[src/rtl/reset_sequencer.sv]
`default_nettype none
// +--------------------------------------------------------------------------+
// | Module  : reset_sequencer                                                |
// | Purpose : power-on hold, staged per-subsystem reset release and          |
// |           arbitrated soft reset with a req/ack handshake.                |
// | Option  : define RESET_SEQ_CAUSE_EN to add the one-hot 'cause' output.   |
// | Rev     : 1.0 - initial release                                          |
// +--------------------------------------------------------------------------+
module reset_sequencer #(
  parameter int NUM_STAGES  = 3,
  parameter int NUM_REQ     = 2,
  parameter int HOLD_CYCLES = 500000000,
  parameter int STAGE_GAP   = 1000,
  parameter int SOFT_CYCLES = 16,
  parameter int CNT_W       = 30
) (
  input  logic                  clock,
  input  logic                  reset_n,
  input  logic [NUM_REQ-1:0]    req,
  output logic [NUM_REQ-1:0]    ack,
  output logic [NUM_STAGES-1:0] rst_out,
  output logic                  ready
`ifdef RESET_SEQ_CAUSE_EN
  ,
  output logic [NUM_REQ:0]      cause
`endif
);

  localparam int STG_W = (NUM_STAGES > 1) ? $clog2(NUM_STAGES) : 1;
  localparam logic [CNT_W-1:0] HOLD_LAST  = CNT_W'(HOLD_CYCLES - 1);
  localparam logic [CNT_W-1:0] GAP_LAST   = CNT_W'(STAGE_GAP - 1);
  localparam logic [CNT_W-1:0] SOFT_LAST  = CNT_W'(SOFT_CYCLES - 1);
  localparam logic [STG_W-1:0] LAST_STAGE = STG_W'(NUM_STAGES - 1);

  typedef enum logic [1:0] {
    S_HOLD    = 2'd0,
    S_RELEASE = 2'd1,
    S_RUN     = 2'd2,
    S_SOFT    = 2'd3
  } state_t;

  state_t                  state_q;
  logic [CNT_W-1:0]        count_q;
  logic [STG_W-1:0]        stage_q;
  logic [NUM_REQ-1:0]      ack_q;
  logic [NUM_STAGES-1:0]   rst_out_q;
  logic                    ready_q;
  logic [NUM_REQ-1:0]      grant_d;
`ifdef RESET_SEQ_CAUSE_EN
  logic [NUM_REQ:0]        cause_q;
`endif

  // Fixed priority: the lowest-index requester wins.
  always_comb begin
    grant_d = '0;
    for (int i = NUM_REQ - 1; i >= 0; i--) begin
      if (req[i]) grant_d = NUM_REQ'(1) << i;
    end
  end

  always_ff @(posedge clock) begin
    if (!reset_n) begin
      state_q   <= S_HOLD;
      count_q   <= '0;
      stage_q   <= '0;
      ack_q     <= '0;
      rst_out_q <= '1;
      ready_q   <= 1'b0;
`ifdef RESET_SEQ_CAUSE_EN
      cause_q   <= (NUM_REQ + 1)'(1);
`endif
    end else begin
      ack_q <= '0;
      case (state_q)
        S_HOLD, S_SOFT: begin
          if ((state_q == S_HOLD && count_q == HOLD_LAST) ||
              (state_q == S_SOFT && count_q == SOFT_LAST)) begin
            count_q      <= '0;
            rst_out_q[0] <= 1'b0;
            if (NUM_STAGES == 1) begin
              state_q <= S_RUN;
              ready_q <= 1'b1;
            end else begin
              stage_q <= STG_W'(1);
              state_q <= S_RELEASE;
            end
          end else begin
            count_q <= count_q + CNT_W'(1);
          end
        end
        S_RELEASE: begin
          if (count_q == GAP_LAST) begin
            count_q   <= '0;
            rst_out_q <= rst_out_q & ~(NUM_STAGES'(1) << stage_q);
            stage_q   <= stage_q + STG_W'(1);
            if (stage_q == LAST_STAGE) begin
              state_q <= S_RUN;
              ready_q <= 1'b1;
            end
          end else begin
            count_q <= count_q + CNT_W'(1);
          end
        end
        S_RUN: begin
          if (|req) begin
            ack_q     <= grant_d;
            state_q   <= S_SOFT;
            rst_out_q <= '1;
            ready_q   <= 1'b0;
            count_q   <= '0;
            stage_q   <= '0;
`ifdef RESET_SEQ_CAUSE_EN
            cause_q   <= {grant_d, 1'b0};
`endif
          end
        end
        default: begin
          state_q <= S_HOLD;
          count_q <= '0;
        end
      endcase
    end
  end

  assign ack     = ack_q;
  assign rst_out = rst_out_q;
  assign ready   = ready_q;
`ifdef RESET_SEQ_CAUSE_EN
  assign cause   = cause_q;
`endif

endmodule
`default_nettype wire

[config.mk]
export PLATFORM = sky130hd
export DESIGN_NAME = reset_sequencer
export DESIGN_NICKNAME = d
export VERILOG_FILES = /design/src/rtl/reset_sequencer.sv
export SDC_FILE = /design/constraint.sdc
export NUM_CORES = 1
export LEC_CHECK = 0
export ABC_AREA = 1
export BUFFER_PORTS_ARGS = -buffer_cell sky130_fd_sc_hd__buf_2
export CAP_MARGIN = 20
export CORE_UTILIZATION = 55
export DETAILED_ROUTE_END_ITERATION = 16
export GPL_ROUTABILITY_DRIVEN = 0
export GPL_TIMING_DRIVEN = 1
export HOLD_SLACK_MARGIN = 0.03
export PLACE_DENSITY = 0.72
export SYNTH_ARGS = -nofsm -noshare
export SYNTH_HDL_FRONTEND = slang
export SYNTH_SLANG_ARGS = --single-unit
[constraint.sdc]
create_clock -name clock -period 2.1 [get_ports clock]
set_input_delay 0.21 -clock clock [delete_from_list [all_inputs] [get_ports clock]]
set_output_delay 0.21 -clock clock [all_outputs]
set_load 0.01 [all_outputs]
==> reports/results.ini <==
[outcome]
outcome = complete, no violations

[cts]
h-tree-depth = 2
clockBufferDepth = 2
clk_latency_ps = 290
cts_tree = yes
cts_hold_buf = 0
cts.sinks = 40
cts_resized = 1
post_cts_buffers = 0
cts_made_buffers = 5
cts-root-buf = clkbuf_8
clk_pin_slew_ps = 80

[power_and_ir_drop]
leakage_nw = 0.998
ir_worst_vdd_mv = 0.505
power_density_nw_per_um2 = 944

[logic_synthesis]
synth_top_area_frac = 0.342
syn_area_um2 = 2340
synth-seq-cells = 40
syn_inst = 333
synth_cell_types = 28
synth.net_count = 346
synth.yosys.seq_area_share = 0.342
avgSynthCellArea_um2 = 7.03
synth_top_area_cell = dfxtp_1
synthTopCellsByArea = dfxtp_1, nand2_1, nor2_1, xor2_1, nor2_2
synth_warnings = 0

[global_route]
grt_pass1_vias = 1851
grt_antenna_before_repair = 0
grt_first_pass_wirelength_um = 8130
grt_max_degree = 31
gr-total-overflow = 0
grt_use_total = 0.239

[worst_setup_path]
r2r_cells = 13
critPathMaxFanout = 7
critPathCaptureType = flip-flop
start_kind = flip-flop
r2r_setup_slack_ps = 140
cp_data_required_time_ps = 2340
reg2reg_to = count_q[27]
r2r-start = state_q[0]
critical_path_class = flip-flop to flip-flop
crit_arrival_ps = 2210

[routing]
wl_um = 4980
postRouteAntennaNets = 0
vias_per_cell = 5.19
detail_route.first_pass.iterations = 4
drc = 0
drt_first_iter_violations = 192
num_vias = 2066
routedWlPerCell_um = 12.5

[hold_path]
hp-start = req[0]
hold_class = input pin to flip-flop
min_to = ack[1]
hold-path-cell-count = 2

[die]
fp.dieW_um = 67.2
row_count = 23
initial_core_util = 0.581
coreArea_um2 = 4030
die_area_um2 = 4520
pin_count = 10
dieHeight_um = 67.2

[job]
maxCapViolations = 0

[cells_and_area]
final_nets = 360
utilization = 0.637
drive_above_1_share = 0.155
area_growth_pct = 9.63
diodes = 0
finalNonFillerCells = 398

[sta]
fin_ws_ps = 137
slew_headroom = 0.711
min_period_ps = 1960
fin_skew_ps = 9.00
slew_viol_final = 0
worst_pin_slew_ps = 430
final_hold_viol_count = 0
setup_viol = 0
fin_crit_sh = 0.935
fmax_mhz = 509

[place]
io_buffers = 9
post-dp-hpwl_um = 3730
dpl_worst_slack_ps = 47.8
dp.cells = 390

stage by stage:
stage / TNS (ps) / area [um^2] / power (W) / hold WS [ps]
2_1_floorplan: 0 / 2340 / 0.00164 / 289
3_3_place_gp: 0 / 2440 / 0.00180 / 392
3_5_place_dp: 0 / 2440 / 0.00182 / 397
4_1_cts: 0 / 2550 / 0.00245 / 77.0
5_1_grt: -13.3 / 2560 / 0.00258 / 103
6_report: 0 / 2560 / 0.00242 / 88.5
worst max-delay path, cell delays in order (launching register included):
cell	delay, ps
dfxtp_2	360
inv_1	80
ha_1	260
nand3_2	170
inv_1	120
nor2_2	150
inv_1	90
nor2_2	180
nand2_2	120
nor2_4	130
nand2_1	60
nand2_1	50
nand2_1	50
nor2_2	90
layout make-up:
| type | count | area (um^2) |
|---|---|---|
| Tap cell | 50 | 62.6 |
| Timing Repair Buffer | 12 | 80.1 |
| Clock inverter | 2 | 35.0 |
| Clock buffer | 6 | 72.6 |
| Sequential cell | 40 | 802 |
| Fill cell | 384 | 1460 |
| Multi-Input combinational cell | 248 | 1360 |
| Inverter | 40 | 150 |
synth_stat cells (all sizes together):
cell type   n
a21o        1
a21oi       3
a31oi       1
and3        1
buf         3
clkbuf      2
dfxtp      40
ha          9
inv        40
mux2i       1
nand2      72
nand3      25
nand3b      1
nand4       6
nor2       80
nor3       15
nor4        3
o21ai       3
o31ai       1
or2         1
xnor2       3
xor2       22
kinds of logic after synthesis:
family	after synthesis	synth area share
AOI/OAI and AO/OA	9	0.0316
xor gates and xnor gates	25	0.0936
adders and majority gates	9	0.0481
buffers and inverters	45	0.0818
DFF	40	0.342
muxes	1	0.00428
and+or+nand+nor	204	0.398
power by group:
| part | switching (W) | leakage [nW] | internal [W] |
|---|---|---|---|
| logic | 0.000578 | 0.619 | 0.000307 |
| clock network | 0.000269 | 0.0552 | 0.000353 |
| registers | 0.0000651 | 0.324 | 0.000849 |
sequential cells by signal (all words and copies together), names as in the netlist:
name and count:
rst_out 3, ready 1, stage_q 2, state_q 2, count_q 30, ack 2
layer usage:
metal | track usage | wire length, um
met5 | 0 | 0
met4 | 0.0718 | 51
met3 | 0.0456 | 260
met2 | 0.375 | 2240
met1 | 0.330 | 2430
cells in the final DEF (no fill, tap or decap):
cell       instances
a21o_1             1
a21oi_1            2
a21oi_4            1
a31oi_1            1
and3_1             1
buf_12             1
buf_2              9
buf_4              2
bufinv_16          1
clkbuf_1           1
clkbuf_8           5
clkinv_2           1
dfxtp_1           39
dfxtp_2            1
ha_1               9
inv_1             40
mux2i_1            1
nand2_1           69
nand2_2            2
nand2_4            1
nand3_1           23
nand3_2            2
nand3b_1           1
nand4_1            6
nor2_1            53
nor2_2            25
nor2_4             2
nor3_1            15
nor4_1             3
o21ai_0            2
o21ai_4            1
o31ai_1            1
or2_1              1
xnor2_1            3
xor2_1            22
worst max-delay path by stage:
stage                    start           to  slack, ps  cells after the start
floorplan           state_q[0]  count_q[25]        380                     10
global placement    state_q[0]  count_q[25]        180                     10
detailed placement  state_q[0]  count_q[25]         50                     10
CTS                 state_q[0]  count_q[27]         60                     13
global route        state_q[0]  count_q[27]        -10                     13
finish              state_q[0]  count_q[27]        140                     13
Note: power is estimated with default switching activity, not from simulation.
